<file path="src/rtl/uart_pkg.sv">
// Shared definitions for the parametrised UART blocks: receiver state
// encoding, parity mode encodings and the oversampling divider calculation.
package uart_pkg;

    // Receiver FSM state encoding, kept as plain constants for legacy tools.
    typedef logic [2:0] rx_state_t;

    localparam rx_state_t ST_IDLE   = 3'd0;
    localparam rx_state_t ST_START  = 3'd1;
    localparam rx_state_t ST_DATA   = 3'd2;
    localparam rx_state_t ST_PARITY = 3'd3;
    localparam rx_state_t ST_STOP   = 3'd4;

    // Parity modes, matching the PARITY parameter values.
    localparam int PAR_NONE = 0;
    localparam int PAR_ODD  = 1;
    localparam int PAR_EVEN = 2;

    // Clocks per oversampling tick, rounded to nearest.
    function automatic int uart_div(input int clk_hz, input int baud, input int os);
        return (clk_hz + (baud * os) / 2) / (baud * os);
    endfunction

endpackage

</file>
<file path="src/rtl/uart_os_tick.sv">
// Oversampling tick generator: a one-clock pulse every DIV clocks. Shared by
// the parametrised receiver and transmitter.
module uart_os_tick
    import uart_pkg::*;
#(
    parameter int CLK_FREQ   = 50_000_000,
    parameter int BAUD_RATE  = 9600,
    parameter int OVERSAMPLE = 16
) (
    input  logic clk,
    input  logic reset,
    output logic os_tick
);

    localparam int DIV = uart_div(CLK_FREQ, BAUD_RATE, OVERSAMPLE);
    localparam int CW  = (DIV > 1) ? $clog2(DIV) : 1;
    localparam logic [CW-1:0] LAST = CW'(DIV - 1);

    logic [CW-1:0] cnt;

    // Free-running divider; the pulse is emitted as the count wraps.
    always_ff @(posedge clk) begin
        if (!reset) begin
            cnt     <= '0;
            os_tick <= 1'b0;
        end else if (cnt == LAST) begin
            cnt     <= '0;
            os_tick <= 1'b1;
        end else begin
            cnt     <= cnt + 1'b1;
            os_tick <= 1'b0;
        end
    end

endmodule

</file>
<file path="src/rtl/uart_rx_cfg.sv">
// Parametrised UART receiver: configurable data width, parity, stop bits and
// oversampling, 3-sample majority vote per bit, parity/framing/overrun/break
// reporting and a 1-entry valid/ready holding register towards the host.
module uart_rx_cfg
    import uart_pkg::*;
#(
    parameter int CLK_FREQ   = 50_000_000,
    parameter int BAUD_RATE  = 9600,
    parameter int DATA_BITS  = 8,
    parameter int PARITY     = 0,
    parameter int STOP_BITS  = 1,
    parameter int OVERSAMPLE = 16
) (
    input  logic                 clk,
    input  logic                 reset,
    input  logic                 rx,
    input  logic                 rx_en,
    output logic [DATA_BITS-1:0] rx_data,
    output logic                 rx_valid,
    input  logic                 rx_ready,
    output logic                 parity_err,
    output logic                 frame_err,
    output logic                 break_det,
    output logic                 overrun_err,
    output logic                 busy
);

    localparam int DIV = uart_div(CLK_FREQ, BAUD_RATE, OVERSAMPLE);
    localparam int M   = OVERSAMPLE / 2;
    localparam int TW  = $clog2(OVERSAMPLE);
    localparam int BW  = $clog2(DATA_BITS);

    localparam logic [TW-1:0] T_S0  = TW'(M - 1);
    localparam logic [TW-1:0] T_S1  = TW'(M);
    localparam logic [TW-1:0] T_DEC = TW'(M + 1);
    localparam logic [TW-1:0] T_END = TW'(OVERSAMPLE - 1);
    localparam logic [BW-1:0] B_LAST = BW'(DATA_BITS - 1);

    // Reject configurations the bit timing cannot support.
    if (DIV < 2) begin : g_div_chk
        $error("uart_rx_cfg: clock divider %0d is below 2", DIV);
    end
    if (DATA_BITS < 5 || DATA_BITS > 9 || PARITY < 0 || PARITY > 2 ||
        STOP_BITS < 1 || STOP_BITS > 2 || (OVERSAMPLE != 8 && OVERSAMPLE != 16)) begin : g_par_chk
        $error("uart_rx_cfg: parameter out of range");
    end

    logic                 os_tick;
    logic                 rx_meta, rx_s;
    rx_state_t            state;
    logic [TW-1:0]        tcnt;
    logic [BW-1:0]        bidx;
    logic                 sbit;
    logic                 idle_seen;
    logic                 s0, s1;
    logic [DATA_BITS-1:0] shreg;
    logic                 par_bit;
    logic                 ferr_acc;
    logic                 stop0_zero;

    logic maj, decide, bit_end, last_stop, frame_done;
    logic exp_par, first_stop_zero;
    logic done_pe, done_fe, done_brk;

    uart_os_tick #(
        .CLK_FREQ  (CLK_FREQ),
        .BAUD_RATE (BAUD_RATE),
        .OVERSAMPLE(OVERSAMPLE)
    ) u_tick (
        .clk    (clk),
        .reset  (reset),
        .os_tick(os_tick)
    );

    // Two-flop synchroniser for the asynchronous line; presets to idle (1).
    // NOTE: non-blocking assignments make rx_s take the old rx_meta, giving a
    // true two-stage pipeline; blocking here would collapse it to one flop.
    always_ff @(posedge clk) begin
        if (!reset) begin
            rx_meta <= 1'b1;
            rx_s    <= 1'b1;
        end else begin
            rx_meta <= rx;
            rx_s    <= rx_meta;
        end
    end

    // Bit decision and frame-completion terms, evaluated on the decision tick.
    // NOTE: every signal is assigned on every path so no latch is inferred.
    always_comb begin
        maj             = (s0 & s1) | (s0 & rx_s) | (s1 & rx_s);
        decide          = (tcnt == T_DEC);
        bit_end         = (tcnt == T_END);
        last_stop       = (STOP_BITS == 1) || sbit;
        frame_done      = os_tick && (state == ST_STOP) && decide && last_stop;
        exp_par         = (PARITY == PAR_ODD) ? ~(^shreg) : (^shreg);
        done_pe         = (PARITY != PAR_NONE) && (par_bit != exp_par);
        done_fe         = ferr_acc | ~maj;
        first_stop_zero = sbit ? stop0_zero : ~maj;
        done_brk        = (shreg == '0) && ((PARITY == PAR_NONE) || !par_bit) && first_stop_zero;
    end

    // Receive FSM; advances only on oversampling ticks.
    always_ff @(posedge clk) begin
        if (!reset) begin
            state      <= ST_IDLE;
            tcnt       <= '0;
            bidx       <= '0;
            sbit       <= 1'b0;
            idle_seen  <= 1'b0;
            s0         <= 1'b1;
            s1         <= 1'b1;
            shreg      <= '0;
            par_bit    <= 1'b0;
            ferr_acc   <= 1'b0;
            stop0_zero <= 1'b0;
        end else if (os_tick) begin
            if (state != ST_IDLE) begin
                tcnt <= bit_end ? '0 : tcnt + 1'b1;
                if (tcnt == T_S0) s0 <= rx_s;
                if (tcnt == T_S1) s1 <= rx_s;
            end
            case (state)
                ST_IDLE: begin
                    if (rx_s) idle_seen <= 1'b1;
                    if (rx_en && idle_seen && !rx_s) begin
                        // The detecting tick is tick 0 of the start bit.
                        state      <= ST_START;
                        tcnt       <= TW'(1);
                        sbit       <= 1'b0;
                        ferr_acc   <= 1'b0;
                        stop0_zero <= 1'b0;
                    end
                end
                ST_START: begin
                    if (decide && maj) begin
                        state <= ST_IDLE;
                        tcnt  <= '0;
                    end else if (bit_end) begin
                        state <= ST_DATA;
                        bidx  <= '0;
                    end
                end
                ST_DATA: begin
                    if (decide) shreg[bidx] <= maj;
                    if (bit_end) begin
                        if (bidx == B_LAST) state <= (PARITY != PAR_NONE) ? ST_PARITY : ST_STOP;
                        else                bidx  <= bidx + 1'b1;
                    end
                end
                ST_PARITY: begin
                    if (decide)  par_bit <= maj;
                    if (bit_end) state   <= ST_STOP;
                end
                ST_STOP: begin
                    if (decide) begin
                        if (last_stop) begin
                            // Complete without waiting for bit end to resync early.
                            state     <= ST_IDLE;
                            tcnt      <= '0;
                            idle_seen <= 1'b0;
                        end else begin
                            ferr_acc   <= ferr_acc | ~maj;
                            stop0_zero <= ~maj;
                        end
                    end else if (bit_end) begin
                        sbit <= 1'b1;
                    end
                end
                default: state <= ST_IDLE;
            endcase
        end
    end

    // Holding register: load on completion if free or freed this cycle, else drop.
    always_ff @(posedge clk) begin
        if (!reset) begin
            rx_data     <= '0;
            rx_valid    <= 1'b0;
            parity_err  <= 1'b0;
            frame_err   <= 1'b0;
            break_det   <= 1'b0;
            overrun_err <= 1'b0;
        end else begin
            break_det   <= 1'b0;
            overrun_err <= 1'b0;
            if (frame_done) begin
                break_det <= done_brk;
                if (!rx_valid || rx_ready) begin
                    rx_data    <= shreg;
                    parity_err <= done_pe;
                    frame_err  <= done_fe;
                    rx_valid   <= 1'b1;
                end else begin
                    overrun_err <= 1'b1;
                end
            end else if (rx_valid && rx_ready) begin
                rx_valid <= 1'b0;
            end
        end
    end

    assign busy = (state != ST_IDLE);

endmodule

</file>
<file path="config.mk">
export PLATFORM = sky130hd
export DESIGN_NAME = uart_rx_cfg
export DESIGN_NICKNAME = d
export VERILOG_FILES = /design/src/rtl/uart_pkg.sv /design/src/rtl/uart_os_tick.sv /design/src/rtl/uart_rx_cfg.sv
export SDC_FILE = /design/constraint.sdc
export NUM_CORES = 1
export LEC_CHECK = 0
export CORE_MARGIN = 10
export CORE_UTILIZATION = 56
export DETAILED_ROUTE_END_ITERATION = 10
export HOLD_SLACK_MARGIN = 0.08
export PLACE_DENSITY = 0.89
export SLEW_MARGIN = 20
export SYNTH_ARGS = -nofsm -noshare
export SYNTH_HDL_FRONTEND = slang
export SYNTH_SLANG_ARGS = --single-unit
</file>
<file path="constraint.sdc">
create_clock -name clk -period 1.8 [get_ports clk]
set_clock_uncertainty 0.15 [all_clocks]
set_input_delay 0.18 -clock clk [delete_from_list [all_inputs] [get_ports clk]]
set_output_delay 0.18 -clock clk [all_outputs]
set_load 0.05 [all_outputs]
</file>
==> Word level (Yosys, flattened, before mapping) <==
Index checks and enable logic that the tools add are counted.
W data, S select, Z words.
{ "totals": {"in_bits": 5, "word_cells": 115, "regBits": 46} }
{ "op_classes": {"n_lt_le_gt_ge": 2, "mux": 35, "n_eq_ne": 23, "bitwise_logic": 7, "reduce_logical": 28, "add_sub_neg": 3} }
{ "op_table": {"columns": ["cell", "count"], "rows": [
  ["$mux W3", 11],
  ["$ne A2 B2 Y1 const B", 11],
  ["$mux W4", 5],
  ["$pmux W3 S5", 1],
  ["$eq A4 B4 Y1 const B", 3],
  ["$mux W1", 12],
  ["$pmux W4 S3", 1],
  ["$add A9 B1 Y9 const B", 1],
  ["$eq A9 B9 Y1 const B", 1],
  ["$reduce_and A3 Y1", 3],
  ["$bwmux W8", 1],
  ["$logic_and A1 B1 Y1", 8],
  ["$logic_not A8 Y1", 1],
  ["$reduce_and A7 Y1", 1],
  ["$eq A3 B2 Y1 const B", 2],
  ["$eq A3 B3 Y1 const B", 2],
  ["$pmux W3 S2", 1],
  ["$reduce_and A2 Y1", 3],
  ["$reduce_and A6 Y1", 1],
  ["$reduce_bool A2 Y1", 3],
  ["$reduce_and A5 Y1", 1],
  ["$add A4 B1 Y4 const B", 1],
  ["$eq A4 B3 Y1 const B", 1],
  ["$lt A3 B4 Y1 const B", 1],
  ["other kinds (16)", 22]
]} }

==> Logic depth before layout (Yosys ltp) <==
Gate-level depths: netlist of the first run.
{ "depth": {"word_depth": 6, "depth_mapped": 8, "mapped_depth_nobuf": 6} }

==> By module <==
A second synthesis of the first run with hierarchy kept.
{ "hier_totals": {"cells_unflattened": 238, "area_unflattened_um2": 2197.1} }
{ "modules_own_cells": {"columns": ["mod", "seq_area_each_um2", "cells_each", "area_each_um2", "instances"], "rows": [
  ["uart_rx_cfg", 720.7, 193, 1774.2, 1],
  ["uart_os_tick", 200.2, 45, 422.9, 1]
]} }

==> Least setup slack after synthesis of the first run <==
No wires, ideal clock.
{ "synth_path": {"path_type": "reg2reg", "from": "register state[1]", "to": "register tcnt[2]", "slack_ps": -26, "period_less_slack_ps": 1826, "stages_incl_launch_ff": 6, "setup_ps": 116, "n_path_buf": 1, "required_ps": 1534, "arrival_ps": 1560, "path_cell_list": "dfxtp_1 > or3_1 > clkbuf_1 > o21ai_1 > and3_1 > a41o_1"} }
{ "synth_between": {"elab_chain_cells": 4, "elab_cells_between_ends": 9, "cone_classes": "eq/ne (2); mux (5); reduce/logical (2)"} }
{ "synth_rtl": {"columns": ["item", "line", "text"], "rows": [
  ["start: declaration", "uart_rx_cfg.sv:50", "rx_state_t state;"],
  ["start signal: assignment", "uart_rx_cfg.sv:147", "if (bidx == B_LAST) state <= (PARITY != PAR_NONE) ? ST_PARITY : ST_STOP;"],
  ["$reduce_bool A3 Y1 *", null, null],
  ["net busy", "uart_rx_cfg.sv:25", "output logic busy"],
  ["$mux W4 *", "uart_rx_cfg.sv:118", "if (state != ST_IDLE) begin"],
  ["$mux W4, on equally long branches", "uart_rx_cfg.sv:156, uart_rx_cfg.sv:126, uart_rx_cfg.sv:136", null],
  ["$pmux W4 S3 *", "uart_rx_cfg.sv:123", "case (state)"],
  ["end signal: assignment", "uart_rx_cfg.sv:119", "tcnt <= bit_end ? '0 : tcnt + 1'b1;"],
  ["end: declaration", "uart_rx_cfg.sv:51", "logic [TW-1:0] tcnt;"]
]} }
Mark *: on every way through the listed nets, which the timed path passes. The rest lies on a longest branch.
A chain may end at the register's enable or synchronous reset.

==> Worst setup path after layout of the first run <==
{ "layout_path": {"from": "register state[0]", "to": "register shreg[4]"} }
{ "layout_between": {"elab_chain_cells": 2} }
{ "layout_rtl": {"columns": ["item", "line", "text"], "rows": [
  ["$eq A3 B2 Y1", "uart_rx_cfg.sv:123", null],
  ["$reduce_and A3 Y1 (no source line)", null, null],
  ["end signal: indexed assignment", "uart_rx_cfg.sv:145", "if (decide) shreg[bidx] <= maj;"],
  ["end: declaration", "uart_rx_cfg.sv:56", "logic [DATA_BITS-1:0] shreg;"]
]} }
Every way passes these cells.

==> impl_metrics.toml, run 1 <==
[status]
status = "finished clean"

[synth]
synth_compound_gate_area_share = 0.1135
synth.top_cells.by_area = "dfxtp_1 (44%), mux2i_1 (5.2%), nand3_1 (5.0%)"
post_synth_top_area_cell = "dfxtp_1"
synth-seq-area-share = 0.4373
synthCells = 231
synth.area.mux_share = 0.05229
syn_nets = 243
synth_async_sr_flop_share = 0
yosys_warnings = 0
synth_area_per_cell_um2 = 9.116
count_of_flip_flops_with_a_built_in_enable_after_synthesis = 0
synth.cell_area_mm2 = 0.002106
synth_top_area_share = 0.4373
number_of_synthesized_register_bits = 46
yosys.area_share.adder = 0.04635
synth_xor_xnor_area_share = 0.02911
synth_top_family_by_area = "simple AND/OR/NAND/NOR gates"
synthDistinctLibCells = 46
synth_simple_gate_area_frac = 0.2704
yosys_most_used_dff = "dfxtp_1"

[sta]
timing.final.hold_violations = 0
finalHoldWorstSlack_ps = 256.2
final-max-slew-violation-count = 0
timing.final.crit_share = 0.9751
timing.setup.tns_ps = 0
finalSetupViolCount = 0
fmax_ghz = 0.5697
layout_min_cycle_time_ps = 1755

[power]
power_density_mw_per_mm2 = 686.3
leakage_nw = 1.005
vdd_ir_drop_max_v = 0.0006686
p_total_mw = 1.757

[setup_path]
slowest_stage = "dfxtp_1"
cp-end-kind = "flip-flop"
criticalPathCategory = "flip-flop to flip-flop"
timing.critical_path.slowest_cell_delay_ps = 370
path_cells = "buf_4 > nor3b_4 > nand4b_1 > nor3b_1 > mux2i_1"
top_delay_family_on_crit_path = "simple AND/OR/NAND/NOR gates"
worst_ep_arrival_time_ps = 1840
cp.required_ps = 1880
timing.critical_path.fanout_max = 7
critical_path.n_buffers_inverters = 1
start_kind = "flip-flop"

[finish]
multi_input_area_mm2 = 0.001144
syn2layout_area_growth_pct = 21.57
sequential_cell_area_in_the_final_layout_um2 = 925.9
commonest_non_fill_non_tap_cells_in_the_layout = "dfxtp_1 (44), buf_4 (33), nor2_1 (22)"
num_antenna_cells = 0
layout.cells.most_common = "dfxtp_1"
layout-drive-gt1-share = 0.2189
fin_area_mm2 = 0.002560
num-fill-cells = 268
nets = 276
layout.cells.non_filler = 313

[floorplan]
io_pins = 19
die-area_mm2 = 0.006613
row_count = 22
die-height_um = 81.32
core_mm2 = 0.003661
initial_core_util = 0.5752
die_width_um = 81.32

[clocking]
path_clk_slew_ps = 90
clk_root_buffer_cell = "clkbuf_8"
cts_tree = "yes"
clkLatencyLatePin_ps = 300
htree_levels = 2
clkSinkCount = 46
max-clock-path-buffers = 2
cts_made_buffers = 5

[route]
wl_per_cell_um = 15.58
route.detailed.drc = 0
drtAntennaViolNets = 0
detail_route.first_pass.iterations = 4
vias = 1769
dr.first_iter.drc_count = 187
avgViaCountPerCell = 5.652
drt_wl_total_um = 4878

[grt]
grt_pass1_vias = 1717
first_pass_grt_wire_length_um = 7721
antenna_violations_before_repair = 0
grt_max_degree = 19
combined_global_route_utilization_of_all_metal_layers = 0.1473
grt_overflow_total = 0

[placement]
hpwl_um = 3312
place.detailed.instances = 301
port_buffers = 17
detailed_place.area_mm2 = 0.002376
gp_routability_congestion = 0.8521

[worst_hold_path]
hp-class = "flip-flop to flip-flop"

[flow_run]
max-cap-violations = 0
==> synthesized netlist by cell type (3+ instances only) <==
| cell type | number |
|---|---|
| a21oi_1 | 5 |
| a41oi_1 | 3 |
| and3_1 | 4 |
| buf_4 | 3 |
| clkbuf_1 | 6 |
| dfxtp_1 | 46 |
| ha_1 | 7 |
| inv_1 | 7 |
| mux2i_1 | 11 |
| nand2_1 | 20 |
| nand2b_1 | 3 |
| nand3_1 | 21 |
| nand4_1 | 4 |
| nor2_1 | 22 |
| nor3_1 | 8 |
| nor3b_1 | 6 |
| o21ai_0 | 11 |
| o31ai_1 | 3 |
| xor2_1 | 6 |
==> final timing paths <==
kind | startpoint | endpoint | slack, ps | cells after the start
worst max-delay path | state[0] | shreg[4] | 40 | 5
worst min-delay path | rx_meta | rx_s | 260 | 1
worst min register to register | rx_meta | rx_s | 260 | 1
worst max register to register | state[0] | shreg[4] | 40 | 5
==> worst register-to-register path: stages (launching register included) <==
cell and delay, ps:
dfxtp_1 370, buf_4 200, nor3b_4 240, nand4b_1 220
nor3b_1 300, mux2i_1 210
==> kinds of logic (layout without fill, tap and decap cells) <==
kind of cell    after synthesis  count (layout)
compound gates               35              35
xor+xnor                      7               7
fa+ha+maj                     8               8
buf+inv                      20              54
flops                        46              46
mux                          11              11
other cells                   1               1
simple gates                103             103
==> metal layers <==
layer  part of all wire  vias to the layer above  track usage  routed length, µm
li1                   -                      890            -                  -
met5                  0                        -            0                  0
met1               0.43                      833       0.1695               2116
met2               0.51                       39       0.2441               2473
met3              0.042                        7      0.03311                203
met4              0.017                        0      0.08824                 84
==> state kept, by name (all words and copies together), names as in the netlist, 3 cells and up <==
name        cells
shreg           8
u_tick.cnt      9
state           3
bidx            3
rx_data         8
tcnt            4
==> power breakdown <==
part           total [mW]  leakage [nW]  internal [mW]  switching [mW]
Combinational       0.101         0.587         0.0393          0.0618
Clock               0.614        0.0452          0.274           0.340
Sequential           1.04         0.373           1.03          0.0149
Total                1.76          1.01           1.34           0.417
==> cell type report <==
class,count,area share
inverter,7,0.01026
timing repair buffer,39,0.1241
sequential,46,0.3617
clock buffer,6,0.02835
tap,48,0.02346
multi-input combinational,165,0.4467
clock inverter,2,0.005376
==> timing repair <==
action	4_1_cts	5_1_grt
setup buffers	0	4
cloned	0	0
gates resized for setup	2	15
pin swaps	0	6
hold buffers	0	0
endpoints found under the setup margin	12	14
==> per-stage QoR <==
step / worst slack, ps / utilization
2_1_floorplan: 178.8 / -
3_3_place_gp: -42.47 / 0.6490
3_5_place_dp: -130.5 / 0.6490
4_1_cts: -8.106 / 0.6746
5_1_grt: -70.54 / 0.6992
6_report: 44.80 / 0.6992
No activity file was read; power rests on OpenSTA's default activity.
==> run 2, diff against run 1 <==
--- a/config.mk
+++ b/config.mk
@@ -5,6 +5,7 @@
 export SDC_FILE = /design/constraint.sdc
 export NUM_CORES = 1
 export LEC_CHECK = 0
+export ABC_CLOCK_PERIOD_IN_PS = 1800
 export CORE_MARGIN = 10
 export CORE_UTILIZATION = 56
 export DETAILED_ROUTE_END_ITERATION = 10
==> results of run 2 <==
No change in the layout: final DEF, timing and power equal those of run 1.
